`src/rtl/sc_lives_levels_counter.sv`:
```
// Lives/levels bookkeeping for the general game state machine: counts active-low
// strobes (one op per low pulse) and returns registered lose/win comparators.
module sc_lives_levels_counter #(
  parameter int INIT_LIVES = 3,
  parameter int MAX_LEVEL  = 4,
  parameter int LIVES_W    = 2,
  parameter int LEVEL_W    = 3
) (
  input  logic               SC_STATEMACHINEGENERAL_CLOCK_50,
  input  logic               SC_STATEMACHINEGENERAL_RESET_InHigh,
  input  logic               clear_InLow,
  input  logic               contador_vidas_InLow,
  input  logic               contador_niveles_InLow,
  output logic [LIVES_W-1:0] lives_Out,
  output logic [LEVEL_W-1:0] level_Out,
  output logic               COMPARATOR_LIVES,
  output logic               COMPARATOR_LEVELS
);

  typedef enum logic {
    IDLE = 1'b0,
    HOLD = 1'b1
  } strobe_state_t;

  localparam logic [LIVES_W-1:0] LIVES_RESET = LIVES_W'(INIT_LIVES);
  localparam logic [LEVEL_W-1:0] LEVEL_MAX   = LEVEL_W'(MAX_LEVEL);

  strobe_state_t vidas_state, vidas_next;
  strobe_state_t niveles_state, niveles_next;

  logic               vidas_fire;
  logic               niveles_fire;
  logic [LIVES_W-1:0] lives_next;
  logic [LEVEL_W-1:0] level_next;

  // Release FSMs: an op fires only on the IDLE->HOLD step, so a long pulse counts once.
  // Under clear a still-low strobe parks in HOLD so it is not counted after release.
  always_comb begin
    vidas_next   = vidas_state;
    niveles_next = niveles_state;
    vidas_fire   = 1'b0;
    niveles_fire = 1'b0;

    if (!clear_InLow) begin
      vidas_next   = contador_vidas_InLow   ? IDLE : HOLD;
      niveles_next = contador_niveles_InLow ? IDLE : HOLD;
    end else begin
      case (vidas_state)
        IDLE: begin
          if (!contador_vidas_InLow) begin
            vidas_fire = 1'b1;
            vidas_next = HOLD;
          end
        end
        HOLD: begin
          if (contador_vidas_InLow) vidas_next = IDLE;
        end
        default: vidas_next = IDLE;
      endcase

      case (niveles_state)
        IDLE: begin
          if (!contador_niveles_InLow) begin
            niveles_fire = 1'b1;
            niveles_next = HOLD;
          end
        end
        HOLD: begin
          if (contador_niveles_InLow) niveles_next = IDLE;
        end
        default: niveles_next = IDLE;
      endcase
    end
  end

  // Saturating counter updates; clear wins over both strobes.
  always_comb begin
    lives_next = lives_Out;
    level_next = level_Out;
    if (!clear_InLow) begin
      lives_next = LIVES_RESET;
      level_next = '0;
    end else begin
      if (vidas_fire && (lives_Out != '0))
        lives_next = lives_Out - 1'b1;
      if (niveles_fire && (level_Out != LEVEL_MAX))
        level_next = level_Out + 1'b1;
    end
  end

  // Comparators are registered from the next counter values so they never lag the counters.
  always_ff @(posedge SC_STATEMACHINEGENERAL_CLOCK_50 or posedge SC_STATEMACHINEGENERAL_RESET_InHigh) begin
    if (SC_STATEMACHINEGENERAL_RESET_InHigh) begin
      vidas_state       <= IDLE;
      niveles_state     <= IDLE;
      lives_Out         <= LIVES_RESET;
      level_Out         <= '0;
      COMPARATOR_LIVES  <= (LIVES_RESET == '0);
      COMPARATOR_LEVELS <= 1'b1;
    end else begin
      vidas_state       <= vidas_next;
      niveles_state     <= niveles_next;
      lives_Out         <= lives_next;
      level_Out         <= level_next;
      COMPARATOR_LIVES  <= (lives_next == '0);
      COMPARATOR_LEVELS <= (level_next != LEVEL_MAX);
    end
  end

endmodule

```
`config.mk`:
```
export PLATFORM = sky130hd
export DESIGN_NAME = sc_lives_levels_counter
export DESIGN_NICKNAME = d
export VERILOG_FILES = /design/src/rtl/sc_lives_levels_counter.sv
export SDC_FILE = /design/constraint.sdc
export NUM_CORES = 1
export LEC_CHECK = 0
export ABC_CLOCK_PERIOD_IN_PS = 1700
export CORE_AREA = 2 2 39 41
export CTS_BUF_LIST = sky130_fd_sc_hd__clkbuf_4
export CTS_CLUSTER_DIAMETER = 200
export DETAILED_ROUTE_END_ITERATION = 8
export DIE_AREA = 0 0 41 43
export HOLD_SLACK_MARGIN = 0.12
export SYNTH_ARGS = -nofsm -noshare
export SYNTH_HDL_FRONTEND = slang
export SYNTH_SLANG_ARGS = --single-unit
```
`constraint.sdc`:
```
create_clock -name SC_STATEMACHINEGENERAL_CLOCK_50 -period 1.7 [get_ports SC_STATEMACHINEGENERAL_CLOCK_50]
set_input_delay 0.255 -clock SC_STATEMACHINEGENERAL_CLOCK_50 [delete_from_list [all_inputs] [get_ports SC_STATEMACHINEGENERAL_CLOCK_50]]
set_output_delay 0.255 -clock SC_STATEMACHINEGENERAL_CLOCK_50 [all_outputs]
set_load 0.01 [all_outputs]
```
==> impl_results.md, run 1 <==
- Die Y: 43 um
- CTS tree: built
- Min Clock Period, post-route: 1.596 ns
- Synth Warn #: 0
- Commonest cells after routing, fill and taps aside: clkdlybuf4s50_1, inv_1, dfrtp_1
- DR pass1 iterations: 4
- PostCTS Resize Cnt: 0
- CP max FO: 4
- Core ar.: 0.001384 mm2
- Final Power: 492.0 uW
- Post-synthesis cell area: 447.9 um2
- Max Freq: 0.6265 GHz
- Startpoint Class: flop
- R2R Setup Slk: 0.21 ns
- Chip width: 41 um
- DRT antenna net count: 0
- CTS buffer count: 3
- Post-synth net total: 48
- Final Hold Vio Count: 0
- Synth Register Bits: 9
- H-tree Lvls: 1
- CP bufs+invs: 1
- Largest delay contributor family on the critical path: flip-flops
- Gpl congestion: 0.7605
- CTS clk-pin slew, worst paths: 0.06 ns
- FF+latch area: 229.0 um2
- Hold_buf cts: 0
- Port bufs: 11
- Fin nets: 65
- Max-slew violations: 0
- Final setup vio count: 0
- FP Rows: 14
- Worst setup path category: reg2out
- Clock Skew: 0.007282 ns
- Ant diodes: 0
- Worst R2R Start: level_Out[0]
- R2R cell count: 5
- First-pass GRT wire length: 1173 um
- Gr usage total: 10.05%
- Layout cells sized above 1: 17.86%
- Crit end category: output pin
- Worst ir drop on vdd: 0.3558 mV
- Drt drc: 0
- Io pins: 12
- Via Count: 323
- RSZ-0062 raised after global routing: false
- Total wire length: 682 um
- Die area: 0.001763 mm2
- Initial antenna violation count: 0
- Post-DP HPWL: 553.8 um
- Vias in the first global route: 308
- Leakage: 0.2800 nW
- Filler Cell Count: 131
- Library cells used by synthesis: 18
- Slew @ Worst Pin: 0.3434 ns
- Critical Path AT: 1.34 ns
- Hold_ws: 0.2528 ns
- Relative slew slack: 77.08%
- Crit-path slowest cell: dfstp_2
- Drt initial violations: 5
- Worst-Skew Late Latency: 0.26 ns
- CTS root buf: clkbuf_4
- MaxCap Viol Count: 0
- Clock sinks: 9
- Postcts setup bufs: 0
- Largest net degree at the start of global routing: 10
- Final Cycle Share: 93.89%
- Cells after Synth: 40
- Reg-to-reg endpoint: COMPARATOR_LEVELS
- Post-DR vias/cell: 4.486
- CP max stage delay: 0.56 ns
- Grt total ovfl: 0
- Clk buf depth: 2
- Most common cell after layout, fill and taps aside: clkdlybuf4s50_1
- Routed WL per cell: 9.472 um
- Avg Synthesized Cell Area: 11.20 um2
- Area of the multi-input gates: 192.7 um2
- Initial Util: 32.37%
- Worst Hold Class: in2async
- Power Density: 799.2 mW/mm2
- Worst path required time: 1.44 ns
- Crit-path cells: clkdlybuf4s50_1
- Setup TNS: 0 ns
- Layout Area Growth over Synthesis: 37.43%
- Status: finished, final reports clean
- Register area share after synthesis: 51.12%
## registers in the layout, summed over array words and instances (netlist names)
signal             count
COMPARATOR_LEVELS      1
level_Out              3
COMPARATOR_LIVES       1
lives_Out              2
niveles_state          1
vidas_state            1
## Yosys cell counts
cell type,count,area share (%)
nor2b_1,1,1.4
xnor2_1,2,3.9
dfrtp_1,6,34
mux2_2,1,2.5
inv_1,7,5.9
dfstp_2,3,18
a211oi_4,1,4.5
nand2b_1,1,1.4
or3_1,1,1.4
nand2_1,2,1.7
mux2i_1,1,2.2
nand3_1,2,2.2
ha_1,3,8.4
a21boi_0,1,1.7
and2_1,2,2.8
o211ai_1,2,3.4
nor3_1,2,2.2
nor3b_1,2,3.4
## cells by family (layout without fill, tap and decap cells)
| logic type | count (synthesis) | in the layout | synth area share (%) |
|---|---|---|---|
| AOI/OAI and AO/OA | 4 | 4 | 9.497 |
| xor gates and xnor gates | 2 | 2 | 3.911 |
| adders and majority gates | 3 | 3 | 8.381 |
| buffers and inverters | 7 | 23 | 5.867 |
| DFF | 9 | 9 | 51.12 |
| muxes | 2 | 2 | 4.749 |
| and+or+nand+nor | 13 | 13 | 16.48 |
## per-stage QoR
step / util (%) / instances / area (um2) / setup slack [ns]
2_1_floorplan: - / 40 / 447.9 / 0.2626
3_3_place_gp: 42.31 / 68 / 585.6 / 0.1316
3_5_place_dp: 42.31 / 68 / 585.6 / 0.1415
4_1_cts: 44.48 / 72 / 615.6 / 0.08791
5_1_grt: 44.48 / 72 / 615.6 / 0.05906
6_report: 44.48 / 72 / 615.6 / 0.1039
## worst max-delay path by stage
| stage | to | slack [ns] | startpoint | depth (start not counted) |
|---|---|---|---|---|
| 6_report | lives_Out[0] | 0.10 | lives_Out[0] | 1 |
| 5_1_grt | lives_Out[0] | 0.06 | lives_Out[0] | 1 |
| 4_1_cts | lives_Out[0] | 0.09 | lives_Out[0] | 1 |
| 3_5_place_dp | COMPARATOR_LEVELS | 0.14 | contador_niveles_InLow | 5 |
| 3_3_place_gp | COMPARATOR_LEVELS | 0.13 | contador_niveles_InLow | 5 |
| 2_1_floorplan | COMPARATOR_LEVELS | 0.26 | level_Out[0] | 5 |
## power breakdown
part           internal (mW)  switching (mW)  total (mW)
Combinational         0.0424          0.0345      0.0769
Sequential             0.227         0.00939       0.237
Clock                  0.106          0.0720       0.178
## layer usage
| layer | track usage (%) | routed length (um) | vias to the layer above |
|---|---|---|---|
| met5 | 0 | 0 | - |
| met4 | 4.000 | 6 | 0 |
| met2 | 13.75 | 312 | 7 |
| met1 | 13.33 | 325 | 149 |
| li1 | - | - | 165 |
| met3 | 4.712 | 37 | 2 |
## area by class of cell
| type | count | share of cell area (%) |
|---|---|---|
| Timing Repair Buffer | 12 | 19.11 |
| Multi-Input combinational cell | 24 | 31.30 |
| Clock buffer | 4 | 4.878 |
| Inverter | 7 | 4.268 |
| Tap cell | 16 | 3.252 |
| Sequential cell | 9 | 37.20 |
No activity file was read; power rests on OpenSTA's default activity.
==> run 2: changes to the inputs <==
- CELL_PAD_IN_SITES_DETAIL_PLACEMENT: default -> 0
- CELL_PAD_IN_SITES_GLOBAL_PLACEMENT: default -> 1
- PLACE_DENSITY_LB_ADDON: default -> 0.1
==> run 2 against run 1 <==
Critical endpoint unchanged. Via count increased by 0.62%. Total power is 1.5% higher. Clock power increased by 4%. Clock skew shrank 0.0046 ns. Largest power group unchanged. Routed wire length rose by 21%. Highest routed layer is now met3.
==> impl_results.md, run 2 (synthesis results as in run 1) <==
- Status: finished, final reports clean
- CP max stage delay: 0.56 ns
- Grt total ovfl: 0
- Max-slew violations: 0
- Crit-path cells: clkdlybuf4s50_1
- CTS buffer count: 3
- Switching Fraction: 24.87%
- Initial antenna violation count: 0
- Largest registers: level_Out x3, lives_Out x2
- Clk buf depth: 2
- Io pins: 12
- Worst path required time: 1.44 ns
- H-tree Lvls: 1
- Switch Pwr: 124.1 uW
- Gpl congestion: 0.7089
- DRT antenna net count: 0
- Die area: 0.001763 mm2
- Largest register FFs: 3
- CP max FO: 4
- FP Rows: 14
- MaxCap Viol Count: 0
- Crit end category: output pin
- Gr usage total: 12.20%
- Hold_buf cts: 0
- Crit-path slowest cell: dfstp_2
- Comb pwr share: 15.6%
- Worst setup path category: reg2out
- Slew @ Worst Pin: 0.3313 ns
- Core ar.: 0.001384 mm2
- Filler Cell Count: 132
- Largest net degree at the start of global routing: 10
- Largest delay contributor family on the critical path: flip-flops
- Layout cells sized above 1: 16.36%
- Hold_ws: 0.2530 ns
- Most common cell after layout, fill and taps aside: clkdlybuf4s50_1
- Max Freq: 0.6207 GHz
- Biggest register: level_Out
- Worst Hold Class: in2async
- Relative slew slack: 77.89%
- Post-DP HPWL: 627.8 um
- Drt drc: 0
- Drt initial violations: 4
- Port bufs: 11
- CP bufs+invs: 1
- Sequential power share: 47.4%
- Worst-Skew Late Latency: 0.26 ns
- Layout Area Growth over Synthesis: 35.75%
- CTS tree: built
- Initial Util: 32.37%
- Post-DR vias/cell: 4.577
- Final Hold Vio Count: 0
- Fin nets: 64
- Chip width: 41 um
- CTS clk-pin slew, worst paths: 0.07 ns
- First-pass GRT wire length: 1435 um
- Post-placement cell count: 67
- Power Density: 820.8 mW/mm2
- Clock power share: 37.0%
- Clock sinks: 9
- Die Y: 43 um
- Final setup vio count: 0
- Clock Skew: 0.002679 ns
- Setup TNS: 0 ns
- Vias in the first global route: 339
- Ant diodes: 0
- Startpoint Class: flop
- RSZ-0062 raised after global routing: false
- Leakage: 0.2752 nW
- Min Clock Period, post-route: 1.611 ns
- Routed WL per cell: 11.59 um
- PostCTS Resize Cnt: 0
- Worst ir drop on vdd: 0.4865 mV
- Util after Layout: 43.94%
- Commonest cells after routing, fill and taps aside: clkdlybuf4s50_1, inv_1, dfrtp_1
- Total wire length: 823 um
- Internal power: 375.0 uW
- Final Instance Count excl. Fillers: 71
- Final Cycle Share: 94.77%
- Critical Path AT: 1.36 ns
- CTS root buf: clkbuf_4
- DR pass1 iterations: 4
- Postcts setup bufs: 0
- Via Count: 325
[run 2: cell type report]
type                            count  area [um2]  share of cell area [%]
Clock buffer                        4       30.03                   4.938
Inverter                            7       26.28                   4.321
Multi-Input combinational cell     24       192.7                   31.69
Sequential cell                     9       229.0                   37.65
Tap cell                           16       20.02                   3.292
Timing Repair Buffer               11       110.1                   18.11
[run 2: path summary, 6_finish.rpt]
kind,slack [ns],cells after the start,endpoint,startpoint
worst min register to register,0.51,2,lives_Out[1],lives_Out[1]
worst max register to register,0.14,5,COMPARATOR_LEVELS,level_Out[0]
max in group asynchronous,1.15,2,lives_Out[0],SC_STATEMACHINEGENERAL_RESET_InHigh
worst max-delay path,0.09,1,lives_Out[0],lives_Out[0]
worst min-delay path,0.25,2,level_Out[2],SC_STATEMACHINEGENERAL_RESET_InHigh
min in group SC_STATEMACHINEGENERAL_CLOCK_50,0.51,2,lives_Out[1],lives_Out[1]
[run 2: stage by stage]
step	total power, mW	setup slack, ns	area (um2)
2_1_floorplan	0.2820	0.2626	447.9
3_5_place_dp	0.3190	0.04664	578.1
6_report	0.4991	0.08887	608.1
4_1_cts	0.5065	0.07731	608.1
3_3_place_gp	0.3150	0.1122	578.1
5_1_grt	0.5284	0.04192	608.1
[run 2: layer usage]
layer  track usage, %  share of wire (%)
met1            16.72                 45
met2            16.25                 48
met3            4.712                6.9
met4            6.000                  0
met5                0                  0
[run 2: worst reg2reg max path, stage by stage (launching register included)]
cell and delay, ns:
dfrtp_1 0.39, inv_1 0.10, ha_1 0.25, a211oi_4 0.34, nor3b_1 0.26, o211ai_1 0.13
[run 2: power by group through the flow]
stage          sequential, mW  clock [mW]  combinational, mW
4_1_cts                 0.237       0.191             0.0788
5_1_grt                 0.238       0.204             0.0872
2_1_floorplan           0.243           0             0.0389
3_5_place_dp            0.240           0             0.0785
3_3_place_gp            0.240           0             0.0754
6_report                0.237       0.185             0.0778
==> run 3: changes to the inputs <==
- GPL_TIMING_DRIVEN: default -> 0
- SLEW_MARGIN: default -> 30
- TNS_END_PERCENT: default -> 30
==> run 3 against run 2 <==
Combinational power hardly changed. Global-route usage down 1.2 points. Flip-flop and latch count stayed put. Worst hold slack got worse by 0.011 ns. Cell count unchanged. Via count rose by 4.6%. Critical path depth is the same. Fmax fell by 0.22%. Clock power up 3%. Die area is the same. Count of clock-buffer cells in the layout stayed put.
==> impl_results.md, run 3 (synthesis results as in run 1) <==
- Die area: 0.001763 mm2
- Initial Util: 32.37%
- Grt total ovfl: 0
- Post-DP HPWL: 619 um
- Vias in the first global route: 300
- Gr usage total: 10.98%
- CP max stage delay: 0.56 ns
- Hold_buf cts: 0
- CP max FO: 4
- Die Y: 43 um
- Relative slew slack: 77.42%
- Min Clock Period, post-route: 1.615 ns
- R2R Setup Slk: 0.16 ns
- Crit end category: output pin
- CP bufs+invs: 1
- Largest net degree at the start of global routing: 10
- Core ar.: 0.001384 mm2
- Final Cycle Share: 94.98%
- Initial antenna violation count: 0
- Reg-to-reg endpoint: COMPARATOR_LEVELS
- Clock sinks: 9
- M1 GR Usage: 12.71%
- Crit-path cells: clkdlybuf4s50_1
- Power Density: 829.4 mW/mm2
- CTS clk-pin slew, worst paths: 0.07 ns
- CTS tree: built
- Worst Hold Class: in2async
- MaxCap Viol Count: 0
- Largest registers: level_Out x3, lives_Out x2
- Post-DR vias/cell: 4.789
- Via Count: 340
- Hold_ws: 0.2422 ns
- Drt drc: 0
- Largest register FFs: 3
- Routed WL per cell: 11.54 um
- Startpoint Class: flop
- Placed cell areas: 578.1 um2
- Grt met2 use: 15.31%
- CTS buffer count: 3
- Drt initial violations: 3
- Max-slew violations: 0
- Leakage: 0.2752 nW
- PostCTS Resize Cnt: 0
- DRT antenna net count: 0
- Final Hold Vio Count: 0
- Worst R2R Start: level_Out[0]
- Routing usage on met3: 3.141%
- DR pass1 iterations: 4
- Clock Skew: 0.004961 ns
- Crit-path slowest cell: dfstp_2
- Worst setup path category: reg2out
- Worst ir drop on vdd: 0.3614 mV
- Port bufs: 11
- Gpl congestion: 0.7033
- Final setup vio count: 0
- Setup TNS: 0 ns
- Layout Area Growth over Synthesis: 35.75%
- Total wire length: 819 um
- Max Freq: 0.6193 GHz
- RSZ-0062 raised after global routing: false
- Largest delay contributor family on the critical path: flip-flops
- Worst path required time: 1.44 ns
- Most common cell after layout, fill and taps aside: clkdlybuf4s50_1
- First-pass GRT wire length: 1214 um
- Slew @ Worst Pin: 0.3384 ns
- Status: finished, final reports clean
- Commonest cells after routing, fill and taps aside: clkdlybuf4s50_1, inv_1, dfrtp_1
- Ant diodes: 0
- H-tree Lvls: 1
- CTS root buf: clkbuf_4
- Critical Path AT: 1.36 ns
- Io pins: 12
- Fin nets: 64
- R2R cell count: 5
- Biggest register: level_Out
- Chip width: 41 um
- FP Rows: 14
- GR peak layer: met2
- Worst-Skew Late Latency: 0.27 ns
- Final Power: 504.3 uW
- Layout cells sized above 1: 16.36%
- Fin area: 608.1 um2
- Clk buf depth: 2
- Filler Cell Count: 123
- Postcts setup bufs: 0
## run 3: cell counts in the layout (fill, tap and decap cells not counted)
No cell type changed its count.
## run 3: area by class of cell
type	count	area, um2	share of cell area [%]
Timing Repair Buffer	11	110.1	18.11
Clock buffer	4	30.03	4.938
Multi-Input combinational cell	24	192.7	31.69
Tap cell	16	20.02	3.292
Inverter	7	26.28	4.321
Sequential cell	9	229.0	37.65
## run 3: report_power, final
part | internal [mW] | total (mW) | switching (mW) | leakage (nW)
clock network | 0.107 | 0.190 | 0.0830 | 0.0184
logic | 0.0413 | 0.0778 | 0.0365 | 0.147
registers | 0.227 | 0.237 | 0.00931 | 0.110
## run 3: how the worst max path moves through the flow
stage	endpoint	slack, ns	depth (start not counted)	startpoint
final	lives_Out[0]	0.09	1	lives_Out[0]
after global routing	lives_Out[0]	0.05	1	lives_Out[0]
after CTS	lives_Out[0]	0.08	1	lives_Out[0]
after detailed placement	level_Out[2]	0.07	4	contador_niveles_InLow
after global placement	level_Out[2]	0.11	4	contador_niveles_InLow
after floorplan	COMPARATOR_LEVELS	0.26	5	level_Out[0]
## run 3: stage by stage
| stage | setup WS, ns | utilization (%) | cells |
|---|---|---|---|
| after floorplan | 0.2626 | - | 40 |
| after global placement | 0.1078 | 41.77 | 67 |
| after detailed placement | 0.06715 | 41.77 | 67 |
| after CTS | 0.07603 | 43.94 | 71 |
| after global routing | 0.05040 | 43.94 | 71 |
| final | 0.08530 | 43.94 | 71 |
## run 3: metal layers
metal | wire length [um] | part of all wire [%]
met5 | 0 | 0
met4 | 32 | 3.9
met1 | 343 | 42
met2 | 383 | 47
met3 | 59 | 7.2
